<file path="config.mk">
export PLATFORM = sky130hd
export DESIGN_NAME = matrix_seq_engine
export DESIGN_NICKNAME = d
export VERILOG_FILES = /design/src/rtl/matrix_pkg.sv /design/src/rtl/matrix_seq_engine_mac.sv /design/src/rtl/matrix_seq_engine.sv
export SDC_FILE = /design/constraint.sdc
export NUM_CORES = 2
export LEC_CHECK = 0
export ABC_AREA = 0
export BUFFER_PORTS_ARGS = -buffer_cell sky130_fd_sc_hd__buf_2
export CORE_UTILIZATION = 30
export DETAILED_ROUTE_END_ITERATION = 7
export PLACE_DENSITY = 0.49
export SYNTH_ARGS = -nofsm -noshare
export SYNTH_HDL_FRONTEND = slang
export SYNTH_SLANG_ARGS = --single-unit
</file>
<file path="constraint.sdc">
create_clock -name clk -period 12.2 [get_ports clk]
set_input_delay 2.44 -clock clk [delete_from_list [all_inputs] [get_ports clk]]
set_output_delay 2.44 -clock clk [all_outputs]
set_load 0.01 [all_outputs]
</file>
<file path="src/rtl/matrix_pkg.sv">
// Shared constants, state encoding and element helpers for the matrix sequencing engine.
package matrix_pkg;
   localparam int unsigned ELEM_W  = 8;
   localparam int unsigned MAX_DIM = 5;
   localparam int unsigned ACC_W   = 20;
   localparam int unsigned IDX_W   = 3;
   localparam int unsigned OP_W    = 3;
   localparam int unsigned MAT_W   = ELEM_W * MAX_DIM * MAX_DIM;

   localparam logic [OP_W-1:0] OP_ADD   = 3'b000;
   localparam logic [OP_W-1:0] OP_SUB   = 3'b001;
   localparam logic [OP_W-1:0] OP_MUL   = 3'b010;
   localparam logic [OP_W-1:0] OP_SCALE = 3'b011;
   localparam logic [OP_W-1:0] OP_TRANS = 3'b100;
   localparam logic [OP_W-1:0] OP_NEG   = 3'b101;

   localparam logic [1:0] SIZE_2X2 = 2'b00;
   localparam logic [1:0] SIZE_3X3 = 2'b01;
   localparam logic [1:0] SIZE_4X4 = 2'b10;
   localparam logic [1:0] SIZE_5X5 = 2'b11;

   localparam logic signed [ACC_W-1:0] SAT_HI = ACC_W'(127);
   localparam logic signed [ACC_W-1:0] SAT_LO = -ACC_W'(128);

   typedef enum logic [1:0] {ST_IDLE, ST_COMPUTE, ST_DONE} state_t;

   // Clamp an accumulator-width value into the signed element range.
   function automatic logic signed [ELEM_W-1:0] sat_elem(input logic signed [ACC_W-1:0] v);
      if (v > SAT_HI)      return ELEM_W'(SAT_HI);
      else if (v < SAT_LO) return ELEM_W'(SAT_LO);
      else                 return ELEM_W'(v);
   endfunction

   // Mux-tree read of element (r,c) from a flattened row-major matrix.
   function automatic logic signed [ELEM_W-1:0] get_elem(input logic [MAT_W-1:0] m,
                                                          input logic [IDX_W-1:0] r,
                                                          input logic [IDX_W-1:0] c);
      logic signed [ELEM_W-1:0] e;
      e = '0;
      for (int i = 0; i < int'(MAX_DIM); i++)
         for (int j = 0; j < int'(MAX_DIM); j++)
            if (r == IDX_W'(i) && c == IDX_W'(j))
               e = m[(i*MAX_DIM+j)*ELEM_W +: ELEM_W];
      return e;
   endfunction
endpackage

</file>
<file path="src/rtl/matrix_seq_engine_mac.sv">
// Shared signed multiply-accumulate: one product per cycle into an ACC_W accumulator.
module matrix_seq_engine_mac
   import matrix_pkg::*;
(
   input  logic                     clk,
   input  logic                     reset,
   input  logic                     i_en,
   input  logic                     i_clear,
   input  logic signed [ELEM_W-1:0] i_a,
   input  logic signed [ELEM_W-1:0] i_b,
   output logic signed [ACC_W-1:0]  o_sum_c,
   output logic signed [ELEM_W-1:0] o_sat_c
);
   logic signed [ACC_W-1:0] r_acc;
   logic signed [ACC_W-1:0] w_a_ext;
   logic signed [ACC_W-1:0] w_b_ext;
   logic signed [ACC_W-1:0] w_base;

   // Clear drops the stale accumulator so the first term of a new sum starts from zero.
   always_comb begin
      w_a_ext = ACC_W'(i_a);
      w_b_ext = ACC_W'(i_b);
      w_base  = i_clear ? '0 : r_acc;
      o_sum_c = w_base + w_a_ext * w_b_ext;
      o_sat_c = sat_elem(o_sum_c);
   end

   always_ff @(posedge clk) begin
      if (reset)     r_acc <= '0;
      else if (i_en) r_acc <= o_sum_c;
   end
endmodule

</file>
<file path="src/rtl/matrix_seq_engine.sv">
// Sequential matrix engine: snapshots operands on start, produces one result element per
// iteration through a shared MAC, then pulses process_Done.
module matrix_seq_engine
   import matrix_pkg::*;
(
   input  logic             clk,
   input  logic             reset,
   input  logic             start,
   input  logic [OP_W-1:0]  op_code,
   input  logic [1:0]       matrix_size,
   input  logic [MAT_W-1:0] matrix_a,
   input  logic [MAT_W-1:0] matrix_b,
   output logic [MAT_W-1:0] result_final,
   output logic             busy,
   output logic             process_Done,
   output logic             op_error
);
   state_t           r_state;
   logic [OP_W-1:0]  r_op;
   logic [1:0]       r_size;
   logic [MAT_W-1:0] r_a;
   logic [MAT_W-1:0] r_b;
   logic [IDX_W-1:0] r_row;
   logic [IDX_W-1:0] r_col;
   logic [IDX_W-1:0] r_k;

   logic [IDX_W-1:0]        w_last;
   logic                    w_is_mul;
   logic                    w_use_mac;
   logic                    w_elem_last;
   logic                    w_iter_last;
   logic signed [ELEM_W-1:0] w_a_rc, w_b_rc, w_a_rk, w_b_kc, w_b_00;
   logic signed [ELEM_W-1:0] w_mac_a, w_mac_b, w_mac_sat, w_elem;
   logic                    w_mac_clear, w_mac_en;
   logic signed [ACC_W-1:0] w_mac_sum, w_a_ext, w_b_ext, w_val;
   logic [IDX_W-1:0]        w_dst_r, w_dst_c;

   // Operand selection and elementwise arithmetic at accumulator width.
   always_comb begin
      w_last      = IDX_W'(r_size) + IDX_W'(1);
      w_is_mul    = (r_op == OP_MUL);
      w_use_mac   = w_is_mul || (r_op == OP_SCALE);
      w_a_rc      = get_elem(r_a, r_row, r_col);
      w_b_rc      = get_elem(r_b, r_row, r_col);
      w_a_rk      = get_elem(r_a, r_row, r_k);
      w_b_kc      = get_elem(r_b, r_k, r_col);
      w_b_00      = get_elem(r_b, IDX_W'(0), IDX_W'(0));
      w_mac_a     = w_is_mul ? w_a_rk : w_a_rc;
      w_mac_b     = w_is_mul ? w_b_kc : w_b_00;
      w_mac_clear = !w_is_mul || (r_k == '0);
      w_mac_en    = (r_state == ST_COMPUTE) && w_is_mul;
      w_elem_last = !w_is_mul || (r_k == w_last);
      w_iter_last = w_elem_last && (r_col == w_last) && (r_row == w_last);
      w_a_ext     = ACC_W'(w_a_rc);
      w_b_ext     = ACC_W'(w_b_rc);
      w_val       = '0;
      case (r_op)
         OP_ADD:   w_val = w_a_ext + w_b_ext;
         OP_SUB:   w_val = w_a_ext - w_b_ext;
         OP_TRANS: w_val = w_a_ext;
         OP_NEG:   w_val = -w_a_ext;
         default:  w_val = '0;
      endcase
      w_elem  = w_use_mac ? w_mac_sat : sat_elem(w_val);
      w_dst_r = (r_op == OP_TRANS) ? r_col : r_row;
      w_dst_c = (r_op == OP_TRANS) ? r_row : r_col;
   end

   matrix_seq_engine_mac u_mac (
      .clk     (clk),
      .reset   (reset),
      .i_en    (w_mac_en),
      .i_clear (w_mac_clear),
      .i_a     (w_mac_a),
      .i_b     (w_mac_b),
      .o_sum_c (w_mac_sum),
      .o_sat_c (w_mac_sat)
   );

   // Control FSM, iteration counters and result register file.
   always_ff @(posedge clk) begin
      if (reset) begin
         r_state      <= ST_IDLE;
         r_op         <= '0;
         r_size       <= '0;
         r_a          <= '0;
         r_b          <= '0;
         r_row        <= '0;
         r_col        <= '0;
         r_k          <= '0;
         result_final <= '0;
         busy         <= 1'b0;
         process_Done <= 1'b0;
         op_error     <= 1'b0;
      end else begin
         process_Done <= 1'b0;
         case (r_state)
            ST_IDLE: begin
               if (start) begin
                  r_op         <= op_code;
                  r_size       <= matrix_size;
                  r_a          <= matrix_a;
                  r_b          <= matrix_b;
                  r_row        <= '0;
                  r_col        <= '0;
                  r_k          <= '0;
                  result_final <= '0;
                  busy         <= 1'b1;
                  if (op_code > OP_NEG) begin
                     op_error     <= 1'b1;
                     process_Done <= 1'b1;
                     r_state      <= ST_DONE;
                  end else begin
                     op_error <= 1'b0;
                     r_state  <= ST_COMPUTE;
                  end
               end
            end
            ST_COMPUTE: begin
               if (w_elem_last) begin
                  for (int i = 0; i < int'(MAX_DIM); i++)
                     for (int j = 0; j < int'(MAX_DIM); j++)
                        if (w_dst_r == IDX_W'(i) && w_dst_c == IDX_W'(j))
                           result_final[(i*MAX_DIM+j)*ELEM_W +: ELEM_W] <= w_elem;
                  r_k <= '0;
                  if (r_col == w_last) begin
                     r_col <= '0;
                     r_row <= r_row + IDX_W'(1);
                  end else begin
                     r_col <= r_col + IDX_W'(1);
                  end
               end else begin
                  r_k <= r_k + IDX_W'(1);
               end
               if (w_iter_last) begin
                  process_Done <= 1'b1;
                  r_state      <= ST_DONE;
               end
            end
            ST_DONE: begin
               busy    <= 1'b0;
               r_state <= ST_IDLE;
            end
            default: r_state <= ST_IDLE;
         endcase
      end
   end
endmodule

</file>
# Word level (Yosys, flattened, before mapping)
# Index checks and enable logic that the tools add are counted.
# word_totals
reg_bits	639
in_bits	408
out_inout_bits	203
# classes
add_sub_neg	8
mul	1
order_cmp	5
eq_ne	59
n_mux	158
n_reduce_logical	147
# op_table
op	count
8-bit 2-to-1 mux	132
200-bit 2-to-1 mux	2
200-bit case mux with 2 select lines	1
4-bit AND reduction	26
1-bit logical AND	103
20-bit case mux with 4 select lines	1
2-bit by 1-bit inequality test with 1-bit output (second input constant)	26
20-bit by 8-bit greater-than comparator with 1-bit output (second input constant)	2
20-bit by 8-bit < comparator with 1-bit output (second input constant)	2
3-bit by 2-bit == test with 1-bit output (second input constant)	12
3-bit 2-to-1 mux	8
3-bit == test (second input constant)	7
20-bit adder	1
20-bit 2-to-1 mux	1
8-bit negator with 20-bit output	1
3-bit by 1-bit == test with 1-bit output (second input constant)	6
3-bit logical NOT	6
3-bit case mux with 2 select lines	3
8-bit by 8-bit multiplier with 16-bit output	1
3-bit by 1-bit adder with 3-bit output (second input constant)	3
8-bit by 8-bit adder with 9-bit output	1
3-bit == test	3
8-bit by 8-bit subtractor with 9-bit output	1
2-bit AND reduction	4
other kinds (14)	25

# Depth between registers and ports, before layout
# logic_depth
ltp_word	37
ltp_mapped	46
ltp_nobuf	40

# Modules after synthesis
# From an unflattened synthesis, not the netlist that was laid out.
# unflattened
cells_unflattened	5027
hier_area_um2	37353.3
# modules_own_cells
mod	instances	cells_each	area_each_um2
matrix_seq_engine	1	4560	32766.4
matrix_seq_engine_mac	1	467	4586.9

# Worst setup path after synthesis
# Ideal clock, no wire load.
# synth_timing
path_kind	register to register
startpoint	reg r_col[2]
endpoint	reg result_final[12]
setup_ns	0.061
arrival_time_ns	9.833
t_required_ns	12.139
slack_ns	2.306
stages_incl_launch_ff	46
path_buffers	6
path_cell_list	dfxtp_1 > buf_6 > buf_6 > clkinv_1 > ha_1 > inv_1 > clkbuf_1 > clkbuf_1 > nor2_1 > clkbuf_1 > a211oi_1 > a211oi_1 > o311ai_0 > o21ai_0 > o21ai_0 > a221oi_1 > o41ai_1 > nand2_1 > [10 not listed] > a21oi_1 > o21bai_1 > a21oi_1 > o21bai_1 > a21oi_1 > o21bai_1 > a21oi_1 > xnor2_1 > ha_1 > a21o_1 > a21oi_1 > a31o_2 > or4b_2 > o211ai_1 > a32oi_1 > o21ai_2 > clkbuf_1 > a32o_1
# synth_between
elab_chain_len	37
elab_cells_between_ends	157
# synth_rtl
item	line_no	text
start: declaration	matrix_seq_engine.sv:24	logic [IDX_W-1:0] r_col;
start signal: assignment	matrix_seq_engine.sv:130	r_col <= r_col + IDX_W'(1);
3-bit logical NOT	matrix_pkg.sv:42	if (r == IDX_W'(i) && c == IDX_W'(j))
1-bit logical AND	matrix_pkg.sv:42	
8-bit 2-to-1 mux (25 in series)	matrix_pkg.sv:42	
8-bit 2-to-1 mux (on tied branches)	matrix_seq_engine.sv:48, matrix_seq_engine.sv:49	
8-bit by 8-bit multiplier with 16-bit output	matrix_seq_engine_mac.sv:24	o_sum_c = w_base + w_a_ext * w_b_ext;
20-bit adder	matrix_seq_engine_mac.sv:24	
20-bit by 8-bit < comparator with 1-bit output	matrix_pkg.sv:30	else if (v < SAT_LO) return ELEM_W'(SAT_LO);
8-bit 2-to-1 mux	matrix_pkg.sv:30	
8-bit 2-to-1 mux	matrix_pkg.sv:29	if (v > SAT_HI) return ELEM_W'(SAT_HI);
8-bit 2-to-1 mux	matrix_seq_engine.sv:64	w_elem = w_use_mac ? w_mac_sat : sat_elem(w_val);
8-bit 2-to-1 mux	matrix_seq_engine.sv:123	if (w_dst_r == IDX_W'(i) && w_dst_c == IDX_W'(j))
200-bit 2-to-1 mux	matrix_seq_engine.sv:120	if (w_elem_last) begin
200-bit case mux with 2 select lines	matrix_seq_engine.sv:97	case (r_state)
end signal: indexed assignment	matrix_seq_engine.sv:124	result_final[(i*MAX_DIM+j)*ELEM_W +: ELEM_W] <= w_elem;
end: declaration	matrix_seq_engine.sv:13	output logic [MAT_W-1:0] result_final,
# Several ways; a longest one is shown, not always the timed one. The select of a mux whose other input is x is not followed.
# A chain may end at the register's enable or synchronous reset.

# Final worst setup path
# layout_timing
startpoint	reg r_col[0]
endpoint	reg result_final[94]
# Same word-level chain as after synthesis.

==> results.toml <==
[cts]
postCtsHoldBufs = 0
path_clk_slew_ns = 0.06
tritoncts = "built"
clock_sinks = 639
cts_resized = 0
clock_latency_ns = 0.70
cts_buffer_depth = 3
htreeDepth = 3
root_buffer = "clkbuf_16"
cts_made_buffers = 74
post_cts_buffers = 0

[floorplan]
die_h_um = 351
initial_core_util_pct = 30.4
ioPinCount = 611
die_w_um = 351
core-area_sq_um = 120000
dieArea_sq_um = 123000
rows = 127

[power]
p_comb_share_pct = 22.8
total_power_uw = 6090
vdd_drop_max_uv = 143
power_frac_seq_pct = 39.3
switching_share_pct = 34.2
p_clk_share_pct = 37.8
p_leak_uw = 0.0178
p_switching_uw = 2090
power-per-cell-area_nw_per_um2 = 139
internal_power_uw = 4010

[timing]
grt_setup_unrepaired = "no"
setup_viol = 0
timing.final.ws_setup_ns = 0.688
slew_viol_final = 0
tns_ns = 0
hold_violations = 0
skew_ns = 0.0597
min_period_ns = 11.51
slew_headroom_pct = 9.57
tightestPinTransition_ns = 1.35
hold_slack_ns = 0.452
finalCritPeriodShare_pct = 94.4
timing.fmax_ghz = 0.0869

[setup_path]
r2r-start = "r_col[0]"
crit_top_cell = "a21oi_1"
required_ns = 12.81
rr_worst_depth = 42
crit_path_end_kind = "register"
crit_path_start = "r_col[0]"
cpPeakStageDelay_ns = 0.81
crit_end = "result_final[94]"
crit_fanout = 25
r2r_end = "result_final[94]"
crit_arrival_ns = 12.12
crit_path_start_kind = "register"
regToRegSetupSlack_ns = 0.69
critPathKind = "reg2reg"
cp_slowest_cell = "a2111oi_0"

[synth]
yosysWarnings = 0
netlist_area_sq_um = 36500
synth_cell_types = 103
syn_area_per_cell_sq_um = 7.57
synth.yosys.seq_area_share_pct = 35.0
ys.flop_type = "dfxtp_1"
mappedNetlistNets = 5373
synthCells = 4824
synth_seq_cells = 639
async_flop_share_pct = 0
synth_top_area_share_pct = 35.0
synth_edf_count = 0
synth.top_cells.by_area = "dfxtp_1 (35%), nand2_1 (11%), a21oi_1 (8.5%)"
yosysTopAreaCell = "dfxtp_1"

[status]
status = "completed"

[drt]
viasPerCell = 5.73
wl_per_cell_um = 26.5
drt_first_pass_iters = 6
drc = 0
ant_nets = 0
detail_route.wirelength_um = 184000
vias = 39800
drt_iter0_drc = 4493

[global_routing]
grt_max_degree = 198
antenna_found_initial = 21
grt.busiest_layer = "met2"
use_met1_pct = 37.4
grt.overflow.total = 0
met2_usage_pct = 46.8
grt_use_met3_pct = 4.55
grt_pass1_vias = 37900
grt_pass1_wl_um = 262000
grt_usage_pct = 28.7

[placement]
gp_congestion = 1.01
portBuffers = 610
dp_hpwl_um = 141000
dp_slack_ns = 0.667

[final_layout]
ff_latch_area_sq_um = 12800
multi_input_area_sq_um = 21700
drive_above_1_share_pct = 17.6
fillCellCount = 12900
area.growth.synth_to_final_pct = 20.0
fin_util_pct = 36.4
nNetsFinal = 5820

[worst_hold_path]
hp-class = "reg2reg"

[job]
maxCapViolCount = 0
cell type report:
| type | count | area share [%] |
|---|---|---|
| clock buffers | 102 | 4.81 |
| clock inverters | 29 | 0.968 |
| well taps | 1612 | 4.60 |
| multi-input cells | 3666 | 49.5 |
| repair buffers | 744 | 9.68 |
| flip-flops and latches | 639 | 29.2 |
| inverters | 146 | 1.25 |
| diodes | 8 | 0.0457 |
layout by cell type, fill, tap and decap left out, types with 50 or more instances in the layout:
cell and instances:
clkbuf_16 74, nor3_1 71, a31oi_1 50, inv_1 144, a21oi_1 623, buf_2 609, o21ai_0 224, a211oi_1 69
ha_1 78, nor2b_1 57, a32o_1 176, fa_1 59, nand2_1 1102, buf_4 120, and3_1 54, nand3_1 61
nor2_1 321, dfxtp_1 637
sequential cells by signal (all words and copies together), names as in the netlist:
signal,flops
busy,1
r_b,200
r_row,3
r_col,3
op_error,1
process_Done,1
result_final,200
r_k,3
u_mac.r_acc,20
r_op,3
r_size,2
r_a,200
r_state,2
critical path: cells and delay by family, from the launching register on:
kind | cells | cell delay, ns
adder cells (fa/ha/maj) | 8 | 3.12
XOR/XNOR | 1 | 0.10
buffers and inverters | 6 | 1.05
AO/OA/AOI/OAI | 24 | 5.47
AND/OR/NAND/NOR | 3 | 1.28
flip-flops | 1 | 0.39
cell families after synthesis:
| kind of cell | Yosys count | share of synthesized area, % |
|---|---|---|
| buf+inv | 519 | 5.81 |
| xor+xnor | 56 | 1.38 |
| compound gates | 1557 | 28.2 |
| simple gates | 1882 | 22.7 |
| mux | 30 | 0.860 |
| fa+ha+maj | 141 | 6.04 |
| flops | 639 | 35.0 |
power groups by stage:
stage	combinational (uW)	sequential, uW	clock [uW]
after detailed placement	1370	2440	0
after CTS	1380	2390	2350
final	1390	2400	2300
after floorplan	854	2370	0
after global placement	1370	2430	0
after global routing	1500	2400	2440
Yosys cell counts, types with 15 or more instances:
cell       instances
a22oi_1           36
xnor2_1           35
a2111oi_0         17
ha_1              82
nand3b_1          32
buf_2             47
o21ai_0          225
buf_1             27
a21oi_1          623
inv_1            144
nor4_1            15
dfxtp_1          639
and3_1            54
fa_1              59
o221ai_1          25
a31oi_1           51
o211ai_1          24
nor2_1           322
mux2i_1           28
or2_2             19
o22ai_1           49
nor2b_1           57
nand4_1           20
o21bai_1          15
xor2_1            20
and2_1            28
o2111ai_1         16
o21a_1            18
a32o_1           176
clkbuf_1         280
a211oi_1          69
o31ai_1           21
nand3_1           61
a221oi_1          27
nand2b_1          34
nand2_1         1102
a21o_1            22
nor3_1            71
through the flow:
stage | instance area (sq um) | std cells
floorplan | 36500 | 4824
global placement | 41300 | 6807
detailed placement | 41300 | 6807
CTS | 43800 | 6938
global route | 43800 | 6945
finish | 43800 | 6946
metal layers:
metal,wire length (um),vias up
met2,85400,1920
met3,13700,426
met5,36,-
met1,76500,19300
met4,8140,6
li1,-,18100
worst min-delay path by stage:
stage | startpoint | cells past startpoint | slack [ns] | endpoint
after global placement | u_mac.r_acc[0] | 2 | 0.44 | u_mac.r_acc[0]
final | u_mac.r_acc[0] | 2 | 0.45 | u_mac.r_acc[0]
after floorplan | u_mac.r_acc[0] | 2 | 0.43 | u_mac.r_acc[0]
after global routing | r_b[136] | 2 | 0.47 | r_b[136]
after CTS | u_mac.r_acc[0] | 2 | 0.45 | u_mac.r_acc[0]
after detailed placement | u_mac.r_acc[0] | 2 | 0.44 | u_mac.r_acc[0]
(Power assumes the default switching activity.)
